### config.mk
export PLATFORM = sky130hd
export DESIGN_NAME = ram_debug_dumper_flat
export DESIGN_NICKNAME = d
export VERILOG_FILES = /design/src/rtl/ram_debug_dumper_if.sv /design/src/rtl/ram_debug_dumper.sv /design/src/flat_wrapper.sv
export SDC_FILE = /design/constraint.sdc
export NUM_CORES = 1
export LEC_CHECK = 0
export ABC_AREA = 1
export ABC_CLOCK_PERIOD_IN_PS = 2300
export CAP_MARGIN = 20
export CORE_MARGIN = 3
export CORE_UTILIZATION = 43
export CTS_CLUSTER_DIAMETER = 40
export DETAILED_ROUTE_END_ITERATION = 12
export GPL_ROUTABILITY_DRIVEN = 0
export GPL_TIMING_DRIVEN = 1
export PLACE_DENSITY = 0.83
export SLEW_MARGIN = 20
export SYNTH_ARGS = -nofsm -noshare
export SYNTH_HDL_FRONTEND = slang
export SYNTH_SLANG_ARGS = --single-unit
### constraint.sdc
create_clock -name CPU_CLK -period 2.3 [get_ports CPU_CLK]
set_input_delay 0.69 -clock CPU_CLK [delete_from_list [all_inputs] [get_ports CPU_CLK]]
set_output_delay 0.69 -clock CPU_CLK [all_outputs]
set_load 0.01 [all_outputs]
### src/rtl/ram_debug_dumper_if.sv
// rtl/ram_debug_dumper_if.sv - dump stream bundle between the dumper and its consumer
//
// Purpose: carries one word of the dump stream per valid/ready handshake.
// Signals:
//   out_valid  master->slave  stream word is valid
//   out_ready  slave->master  consumer accepts the word
//   out_addr   master->slave  byte address of the word
//   out_data   master->slave  word read from the selected RAM
interface ram_debug_dumper_if;
    logic        out_valid;
    logic        out_ready;
    logic [31:0] out_addr;
    logic [31:0] out_data;

    modport master (
        output out_valid,
        output out_addr,
        output out_data,
        input  out_ready
    );

    modport slave (
        input  out_valid,
        input  out_addr,
        input  out_data,
        output out_ready
    );
endinterface

### src/rtl/ram_debug_dumper.sv
// rtl/ram_debug_dumper.sv - streams a window of Data/Inst RAM words out through the debug ports
//
// Purpose: on a start pulse, reads word_count words starting at base_word from the
// selected RAM's second (debug) port and presents each one on the dump stream,
// holding the CPU in reset for the duration.
// Ports:
//   CPU_CLK, CPU_RST_N         clock, asynchronous active-low reset
//   start, ram_sel             dump request; 0 = Data RAM, 1 = Inst RAM
//   base_word, word_count      first word index and number of words (0..4096)
//   CPU_Debug_*RAM_A2/WE2/WD2  debug port address (bytes), write enables, write data
//   CPU_Debug_*RAM_RD2         debug port read data
//   cpu_hold, busy, done       core stall, activity flag, end-of-dump pulse
//   dump                       output stream (out_valid/out_ready/out_addr/out_data)
module ram_debug_dumper #(
    parameter int BRAMWORDS  = 4096,
    parameter int RD_LATENCY = 2
) (
    input  logic               CPU_CLK,
    input  logic               CPU_RST_N,
    input  logic               start,
    input  logic               ram_sel,
    input  logic [11:0]        base_word,
    input  logic [12:0]        word_count,
    output logic [31:0]        CPU_Debug_DataRAM_A2,
    output logic [3:0]         CPU_Debug_DataRAM_WE2,
    output logic [31:0]        CPU_Debug_DataRAM_WD2,
    input  logic [31:0]        CPU_Debug_DataRAM_RD2,
    output logic [31:0]        CPU_Debug_InstRAM_A2,
    output logic [3:0]         CPU_Debug_InstRAM_WE2,
    output logic [31:0]        CPU_Debug_InstRAM_WD2,
    input  logic [31:0]        CPU_Debug_InstRAM_RD2,
    output logic               cpu_hold,
    output logic               busy,
    output logic               done,
    ram_debug_dumper_if.master dump
);

    typedef enum logic [2:0] {
        S_IDLE,
        S_ISSUE,
        S_WAIT,
        S_PRESENT,
        S_DONE
    } state_t;

    localparam logic [11:0] LP_IDX_MAX   = 12'(BRAMWORDS - 1);
    localparam logic [2:0]  LP_WAIT_INIT = 3'(RD_LATENCY - 1);

    state_t      r_state;
    state_t      w_next;

    logic        r_sel;
    logic [11:0] r_idx;
    logic [12:0] r_count;
    logic [12:0] r_n;
    logic [2:0]  r_wait;
    logic [31:0] r_data_a2;
    logic [31:0] r_inst_a2;
    logic [31:0] r_out_addr;
    logic [31:0] r_out_data;

    logic [11:0] w_base_idx;
    logic [12:0] w_n_inc;
    logic        w_last;
    logic        w_handshake;
    logic [31:0] w_issue_a2;
    logic [31:0] w_sel_a2;
    logic [31:0] w_sel_rd;

    // base_word is already below 4096; the modulo only matters for smaller RAMs
    assign w_base_idx  = 12'({20'd0, base_word} % 32'(BRAMWORDS));
    assign w_n_inc     = r_n + 13'd1;
    assign w_last      = (w_n_inc == r_count);
    assign w_handshake = (r_state == S_PRESENT) && dump.out_ready;
    assign w_issue_a2  = {18'd0, r_idx, 2'b00};
    assign w_sel_a2    = r_sel ? r_inst_a2 : r_data_a2;
    assign w_sel_rd    = r_sel ? CPU_Debug_InstRAM_RD2 : CPU_Debug_DataRAM_RD2;

    always_ff @(posedge CPU_CLK or negedge CPU_RST_N) begin
        if (!CPU_RST_N) begin
            r_state <= S_IDLE;
        end else begin
            r_state <= w_next;
        end
    end

    always_comb begin
        w_next = r_state;
        case (r_state)
            S_IDLE:    if (start) w_next = (word_count == 13'd0) ? S_DONE : S_ISSUE;
            S_ISSUE:   w_next = S_WAIT;
            S_WAIT:    if (r_wait == 3'd0) w_next = S_PRESENT;
            S_PRESENT: if (dump.out_ready) w_next = w_last ? S_DONE : S_ISSUE;
            S_DONE:    w_next = S_IDLE;
            default:   w_next = S_IDLE;
        endcase
    end

    always_ff @(posedge CPU_CLK or negedge CPU_RST_N) begin
        if (!CPU_RST_N) begin
            r_sel      <= 1'b0;
            r_idx      <= 12'd0;
            r_count    <= 13'd0;
            r_n        <= 13'd0;
            r_wait     <= 3'd0;
            r_data_a2  <= 32'd0;
            r_inst_a2  <= 32'd0;
            r_out_addr <= 32'd0;
            r_out_data <= 32'd0;
        end else begin
            case (r_state)
                S_IDLE: begin
                    // parameters are only captured here, so later input changes are harmless
                    if (start) begin
                        r_sel   <= ram_sel;
                        r_idx   <= w_base_idx;
                        r_count <= word_count;
                        r_n     <= 13'd0;
                    end
                end
                S_ISSUE: begin
                    // only the selected port moves; the other stays at 0 for the whole dump
                    if (r_sel) r_inst_a2 <= w_issue_a2;
                    else       r_data_a2 <= w_issue_a2;
                    r_wait <= LP_WAIT_INIT;
                end
                S_WAIT: begin
                    if (r_wait == 3'd0) begin
                        r_out_data <= w_sel_rd;
                        r_out_addr <= w_sel_a2;
                    end else begin
                        r_wait <= r_wait - 3'd1;
                    end
                end
                S_PRESENT: begin
                    if (w_handshake) begin
                        r_n   <= w_n_inc;
                        r_idx <= (r_idx == LP_IDX_MAX) ? 12'd0 : r_idx + 12'd1;
                    end
                end
                S_DONE: begin
                    // park both ports at 0 so an idle dumper never disturbs either RAM address
                    r_data_a2 <= 32'd0;
                    r_inst_a2 <= 32'd0;
                end
                default: begin
                end
            endcase
        end
    end

    assign CPU_Debug_DataRAM_A2  = r_data_a2;
    assign CPU_Debug_InstRAM_A2  = r_inst_a2;
    assign CPU_Debug_DataRAM_WE2 = 4'b0000;
    assign CPU_Debug_InstRAM_WE2 = 4'b0000;
    assign CPU_Debug_DataRAM_WD2 = 32'd0;
    assign CPU_Debug_InstRAM_WD2 = 32'd0;

    assign busy     = (r_state != S_IDLE);
    assign cpu_hold = busy;
    assign done     = (r_state == S_DONE);

    assign dump.out_valid = (r_state == S_PRESENT);
    assign dump.out_addr  = r_out_addr;
    assign dump.out_data  = r_out_data;

endmodule

### src/flat_wrapper.sv
// flat-port wrapper written by rule: the top's interface ports become plain ports
module ram_debug_dumper_flat 
#(
    parameter int BRAMWORDS  = 4096,
    parameter int RD_LATENCY = 2
)
  (CPU_CLK, CPU_RST_N, start, ram_sel, base_word, word_count, CPU_Debug_DataRAM_A2, CPU_Debug_DataRAM_WE2, CPU_Debug_DataRAM_WD2, CPU_Debug_DataRAM_RD2, CPU_Debug_InstRAM_A2, CPU_Debug_InstRAM_WE2, CPU_Debug_InstRAM_WD2, CPU_Debug_InstRAM_RD2, cpu_hold, busy, done, dump_out_valid, dump_out_addr, dump_out_data, dump_out_ready);
  ram_debug_dumper_if dump_i ();
  input  logic CPU_CLK;
  input  logic CPU_RST_N;
  input  logic start;
  input  logic ram_sel;
  input  logic [11:0] base_word;
  input  logic [12:0] word_count;
  output logic [31:0] CPU_Debug_DataRAM_A2;
  output logic [3:0] CPU_Debug_DataRAM_WE2;
  output logic [31:0] CPU_Debug_DataRAM_WD2;
  input  logic [31:0] CPU_Debug_DataRAM_RD2;
  output logic [31:0] CPU_Debug_InstRAM_A2;
  output logic [3:0] CPU_Debug_InstRAM_WE2;
  output logic [31:0] CPU_Debug_InstRAM_WD2;
  input  logic [31:0] CPU_Debug_InstRAM_RD2;
  output logic cpu_hold;
  output logic busy;
  output logic done;
  output wire logic [$bits(dump_i.out_valid)-1:0] dump_out_valid;
  output wire logic [$bits(dump_i.out_addr)-1:0] dump_out_addr;
  output wire logic [$bits(dump_i.out_data)-1:0] dump_out_data;
  input wire logic [$bits(dump_i.out_ready)-1:0] dump_out_ready;
  assign dump_out_valid = dump_i.out_valid;
  assign dump_out_addr = dump_i.out_addr;
  assign dump_out_data = dump_i.out_data;
  assign dump_i.out_ready = dump_out_ready;
  ram_debug_dumper #(.BRAMWORDS(BRAMWORDS), .RD_LATENCY(RD_LATENCY)) u_core (.CPU_CLK(CPU_CLK), .CPU_RST_N(CPU_RST_N), .start(start), .ram_sel(ram_sel), .base_word(base_word), .word_count(word_count), .CPU_Debug_DataRAM_A2(CPU_Debug_DataRAM_A2), .CPU_Debug_DataRAM_WE2(CPU_Debug_DataRAM_WE2), .CPU_Debug_DataRAM_WD2(CPU_Debug_DataRAM_WD2), .CPU_Debug_DataRAM_RD2(CPU_Debug_DataRAM_RD2), .CPU_Debug_InstRAM_A2(CPU_Debug_InstRAM_A2), .CPU_Debug_InstRAM_WE2(CPU_Debug_InstRAM_WE2), .CPU_Debug_InstRAM_WD2(CPU_Debug_InstRAM_WD2), .CPU_Debug_InstRAM_RD2(CPU_Debug_InstRAM_RD2), .cpu_hold(cpu_hold), .busy(busy), .done(done), .dump(dump_i));
endmodule
==> out/qor.txt <==
POWER
------------------------------------------------------------------------------------
Switch share ..........................................................        38.4%
Switch Pwr ............................................................    0.00433 W
Share of power burned in registers ....................................        30.5%
Total power divided by cell area ......................................  1280 mW/mm²
Highest ir drop seen on vdd ...........................................   0.000806 V
Clk network pwr share .................................................        23.9%
Overall power after layout ............................................     0.0113 W
Part of the total power dissipated in combinational logic .............        45.6%
LEAKAGE ...............................................................      4.02 nW
Internal Power ........................................................    0.00693 W

DIE
------------------------------------------------------------------------------------
Placement Rows ........................................................           45
Die outline height ....................................................       131 µm
Total Die Area ........................................................   0.0173 mm²
Horizontal extent of the die ..........................................       131 µm
Starting utilization of the core area .................................        44.2%
Core region area ......................................................   0.0153 mm²
Top-level port count ..................................................          298

GLOBAL ROUTE
------------------------------------------------------------------------------------
Total GRT Usage .......................................................        20.7%
Antenna violations before repair ......................................            0
Via count of the first global-routing pass ............................         5513
Maximum number of pins on one net before global-route repair ..........           64
Wire length of the first global-routing pass ..........................      29.0 mm
Total overflow reported by the global router ..........................            0

LAYOUT
------------------------------------------------------------------------------------
Total inserted antenna cells ..........................................            0
Layout overhead on the synthesized area ...............................        30.5%
Fraction of final layout cells with drive strength greater than 1 .....        9.72%
Number of cells in the finished layout apart from fillers .............         1240
FILL cells ............................................................         1372
Post-layout utilization of the core ...................................        57.6%
Area used by sequential logic in the layout ...........................  0.00283 mm²
Area occupied by multi-input gates ....................................  0.00303 mm²
Final Net Count .......................................................         1115

ROUTING
------------------------------------------------------------------------------------
Post-detailed-route via-to-cell ratio .................................         4.75
Routed wire length ....................................................      18.2 mm
Wl on met1 ............................................................      7.29 mm
Starting DRC count in detailed routing ................................          374
Final routed DRC violation total ......................................            0
First drt pass iteration count ........................................            7
Number of vias after detailed routing .................................         5893
Total met3 wirelength after detailed routing ..........................      1.28 mm
WL per Instance .......................................................      14.7 µm
Total met2 wirelength after detailed routing ..........................      9.42 mm
Uppermost layer routed ................................................         met4
Routed Antenna Nets ...................................................            0

CTS
------------------------------------------------------------------------------------
CTS Root Buffer Type .................................................. sky130_fd_sc_hd__clkbuf_16
Clock network latency to the later pin of the worst-skew pair .........       410 ps
Deepest level of the CTS H-tree .......................................            4
Reg clk slew, reported paths ..........................................        50 ps
CTS max path bufs .....................................................            2
Hold-fix buffer count after cts .......................................            0
Num CTS Buffers .......................................................           17
Clk sinks .............................................................          113
Clock tree from TritonCTS .............................................        built

PLACEMENT
------------------------------------------------------------------------------------
HPWL after detailed placement .........................................      13.4 mm
Quantity of I/O buffers inserted on ports .............................          165
# placed instances ....................................................         1208

SYNTHESIS
------------------------------------------------------------------------------------
Syn avg cell area .....................................................     8.00 µm²
Cell accounting for the most synthesized area ......................... sky130_fd_sc_hd__dfrtp_1
Post-synthesis instance area ..........................................  0.00676 mm²
Number of synthesized flops with an enable pin ........................            0
Share of the yosys chip area belonging to registers ...................        41.8%
Dominant combinational cell family by area after synthesis ............ simple AND/OR/NAND/NOR gates
Seq cells post-synth ..................................................          113
Most frequent cells after synthesis ................................... sky130_fd_sc_hd__nand2_1 (194), sky130_fd_sc_hd__buf_4 (134), sky130_fd_sc_hd__dfrtp_1 (113), sky130_fd_sc_hd__nor2_1 (92), sky130_fd_sc_hd__inv_1 (59)
Post-synth ARST share .................................................         100%
Main area contributors after synthesis ................................ sky130_fd_sc_hd__dfrtp_1 (42%), sky130_fd_sc_hd__buf_4 (15%), sky130_fd_sc_hd__nand2_1 (11%)
Parity-gate share of the synthesized area counting xor and xnor cells .       0.648%
Commonest register cell after synthesis ............................... sky130_fd_sc_hd__dfrtp_1
Multiplexer share of the synthesized area .............................        4.00%
Share of synthesized cell area in and, or, nand and nor gates .........        22.0%
Number of cells produced by synthesis .................................          845
Adder and majority cell fraction of the synthesized area ..............       0.740%
Share of the synthesized area in the top cell type ....................        41.8%
Cell with the most instances after synthesis .......................... sky130_fd_sc_hd__nand2_1
Share of the synthesized area in compound gates (AO/OA/AOI/OAI) .......        9.97%
Library cells used by synthesis .......................................           39
Count of yosys warnings during synthesis ..............................            0

SETUP PATH
------------------------------------------------------------------------------------
Required time reported for the critical path endpoint .................      1610 ps
Most prevalent standard cell on the critical path ..................... sky130_fd_sc_hd__inv_2
CP endpoint kind ...................................................... primary output
R2R cell count ........................................................           14
Signal arrival time at the worst endpoint .............................      1520 ps
Stage delay of the slowest cell on the critical path ..................       430 ps
Class of the most critical setup path .................................   reg -> out
CP max-delay cell ..................................................... sky130_fd_sc_hd__dfrtp_1
Worst Path Max Fanout .................................................            4
Cells along the critical path ......................................... inv_2 -> nand2_1 -> nor2_2 -> inv_2 -> dlygate4sd2_1
Kind of start point of the critical path ..............................         flop

TIMING
------------------------------------------------------------------------------------
Total count of max-transition violations in the final report ..........            0
Slew at the pin closest to its max-slew limit .........................       689 ps
Fmax ..................................................................      453 MHz
Hold Vio Cnt, Final ...................................................            0
Skew final ............................................................      7.62 ps
Accumulated negative setup slack ......................................         0 ps
Final worst path period share .........................................        95.9%
Setup Viol. Count Final ...............................................            0
Relative max-transition margin ........................................        53.6%
Unrepaired setup endpoints after global routing .......................        false
Shortest period the worst path allows .................................      2210 ps

RUN
------------------------------------------------------------------------------------
Max-cap violations ....................................................            0

HOLD PATH
------------------------------------------------------------------------------------
Worst hold path type ..................................................  in -> async

STATUS
------------------------------------------------------------------------------------
Outcome ............................................................... finished clean

## metrics by stage
stage               hold slack, ps  setup slack [ps]  cell area (µm²)
finish                         205              94.2             8820
global route                   210              3.53             8820
CTS                            206              36.2             8810
detailed placement             458              55.0             8210
global placement               455              86.9             8210
floorplan                      394               400             7250
## cell type report
| cell class | instances | area share [%] |
|---|---|---|
| clock buffer | 19 | 5.02 |
| clock inverter | 12 | 1.80 |
| inverter | 67 | 2.88 |
| multi-input combinational | 633 | 34.4 |
| sequential | 113 | 32.0 |
| tap | 211 | 2.99 |
| timing repair buffer | 185 | 20.9 |
## power groups by stage
stage	Sequential (W)	Clock, W	Combinational, W
after global routing	0.00353	0.00284	0.00563
final	0.00343	0.00269	0.00514
after CTS	0.00342	0.00272	0.00515
after detailed placement	0.00344	0	0.00511
after floorplan	0.00358	0	0.00288
after global placement	0.00341	0	0.00497
## timing repair
item,in CTS,in global routing
endpoints found under the setup margin,4,4
setup buffers,1,0
resized for setup,4,4
## worst paths after layout
check                                  startpoint                        to  slack [ps]
worst min register to register   u_core.r_wait[0]          u_core.r_wait[0]         460
worst max-delay path            u_core.r_state[2]                      busy          90
min in group CPU_CLK             u_core.r_wait[0]          u_core.r_wait[0]         460
max in group asynchronous               CPU_RST_N  u_core.dump.out_data[15]        1500
worst min-delay path                    CPU_RST_N           u_core.r_idx[4]         210
worst max register to register      u_core.r_n[0]         u_core.r_state[0]         200
## placed cells by master (no fill, tap or decap), types with 2 or more instances in the layout
cell,synthesis,final
sky130_fd_sc_hd__nand2_1,194,194
sky130_fd_sc_hd__clkdlybuf4s50_1,0,160
sky130_fd_sc_hd__conb_1,1,132
sky130_fd_sc_hd__dfrtp_1,113,113
sky130_fd_sc_hd__nor2_1,92,91
sky130_fd_sc_hd__inv_1,59,57
sky130_fd_sc_hd__a31oi_1,45,45
sky130_fd_sc_hd__nand3_1,39,39
sky130_fd_sc_hd__o21ai_0,24,24
sky130_fd_sc_hd__mux2_2,24,24
sky130_fd_sc_hd__clkbuf_16,0,17
sky130_fd_sc_hd__buf_4,134,17
sky130_fd_sc_hd__o21ai_1,13,13
sky130_fd_sc_hd__nand4_1,13,13
sky130_fd_sc_hd__a21oi_1,10,10
sky130_fd_sc_hd__inv_2,7,9
sky130_fd_sc_hd__o22ai_1,7,7
sky130_fd_sc_hd__nor2_2,4,5
sky130_fd_sc_hd__nor4_1,4,4
sky130_fd_sc_hd__ha_1,4,4
sky130_fd_sc_hd__dlygate4sd2_1,0,4
sky130_fd_sc_hd__buf_12,0,4
sky130_fd_sc_hd__nor3_1,3,3
sky130_fd_sc_hd__xor2_1,3,3
sky130_fd_sc_hd__o31ai_1,3,3
sky130_fd_sc_hd__nand3b_1,3,3
sky130_fd_sc_hd__a22oi_2,3,3
sky130_fd_sc_hd__clkinv_4,0,3
sky130_fd_sc_hd__bufinv_16,0,3
sky130_fd_sc_hd__nor3_4,1,2
sky130_fd_sc_hd__nand2_2,2,2
sky130_fd_sc_hd__xnor2_1,2,2
sky130_fd_sc_hd__clkinvlp_4,0,2
sky130_fd_sc_hd__clkinv_2,0,2
sky130_fd_sc_hd__inv_6,0,2
## cell families after synthesis
kind of cell / Yosys count
AND/OR/NAND/NOR: 358
buffers and inverters: 230
XOR/XNOR: 5
flip-flops: 113
adder cells (fa/ha/maj): 4
AO/OA/AOI/OAI: 110
multiplexers: 24
other: 1
## registers in the layout, indices dropped and copies added (netlist names)
signal and flops:
u_core.dump.out_data 32, u_core.r_count 13, u_core.r_n 13, u_core.CPU_Debug_DataRAM_A2 12, u_core.CPU_Debug_InstRAM_A2 12, u_core.dump.out_addr 12, u_core.r_idx 12, u_core.r_state 3
u_core.r_wait 3, u_core.r_sel 1
## critical path: cells and delay by family (launching register included)
| kind | cells | cell delay [ps] |
|---|---|---|
| buffers and inverters | 3 | 480 |
| DFF | 1 | 430 |
| and+or+nand+nor | 2 | 210 |
## per-layer routing
metal | up-vias | track usage [%]
met5 | - | 0
met4 | 0 | 5.48
met3 | 21 | 4.94
met2 | 267 | 35.3
met1 | 2766 | 26.4
li1 | 2839 | -
(Power assumes the default switching activity.)
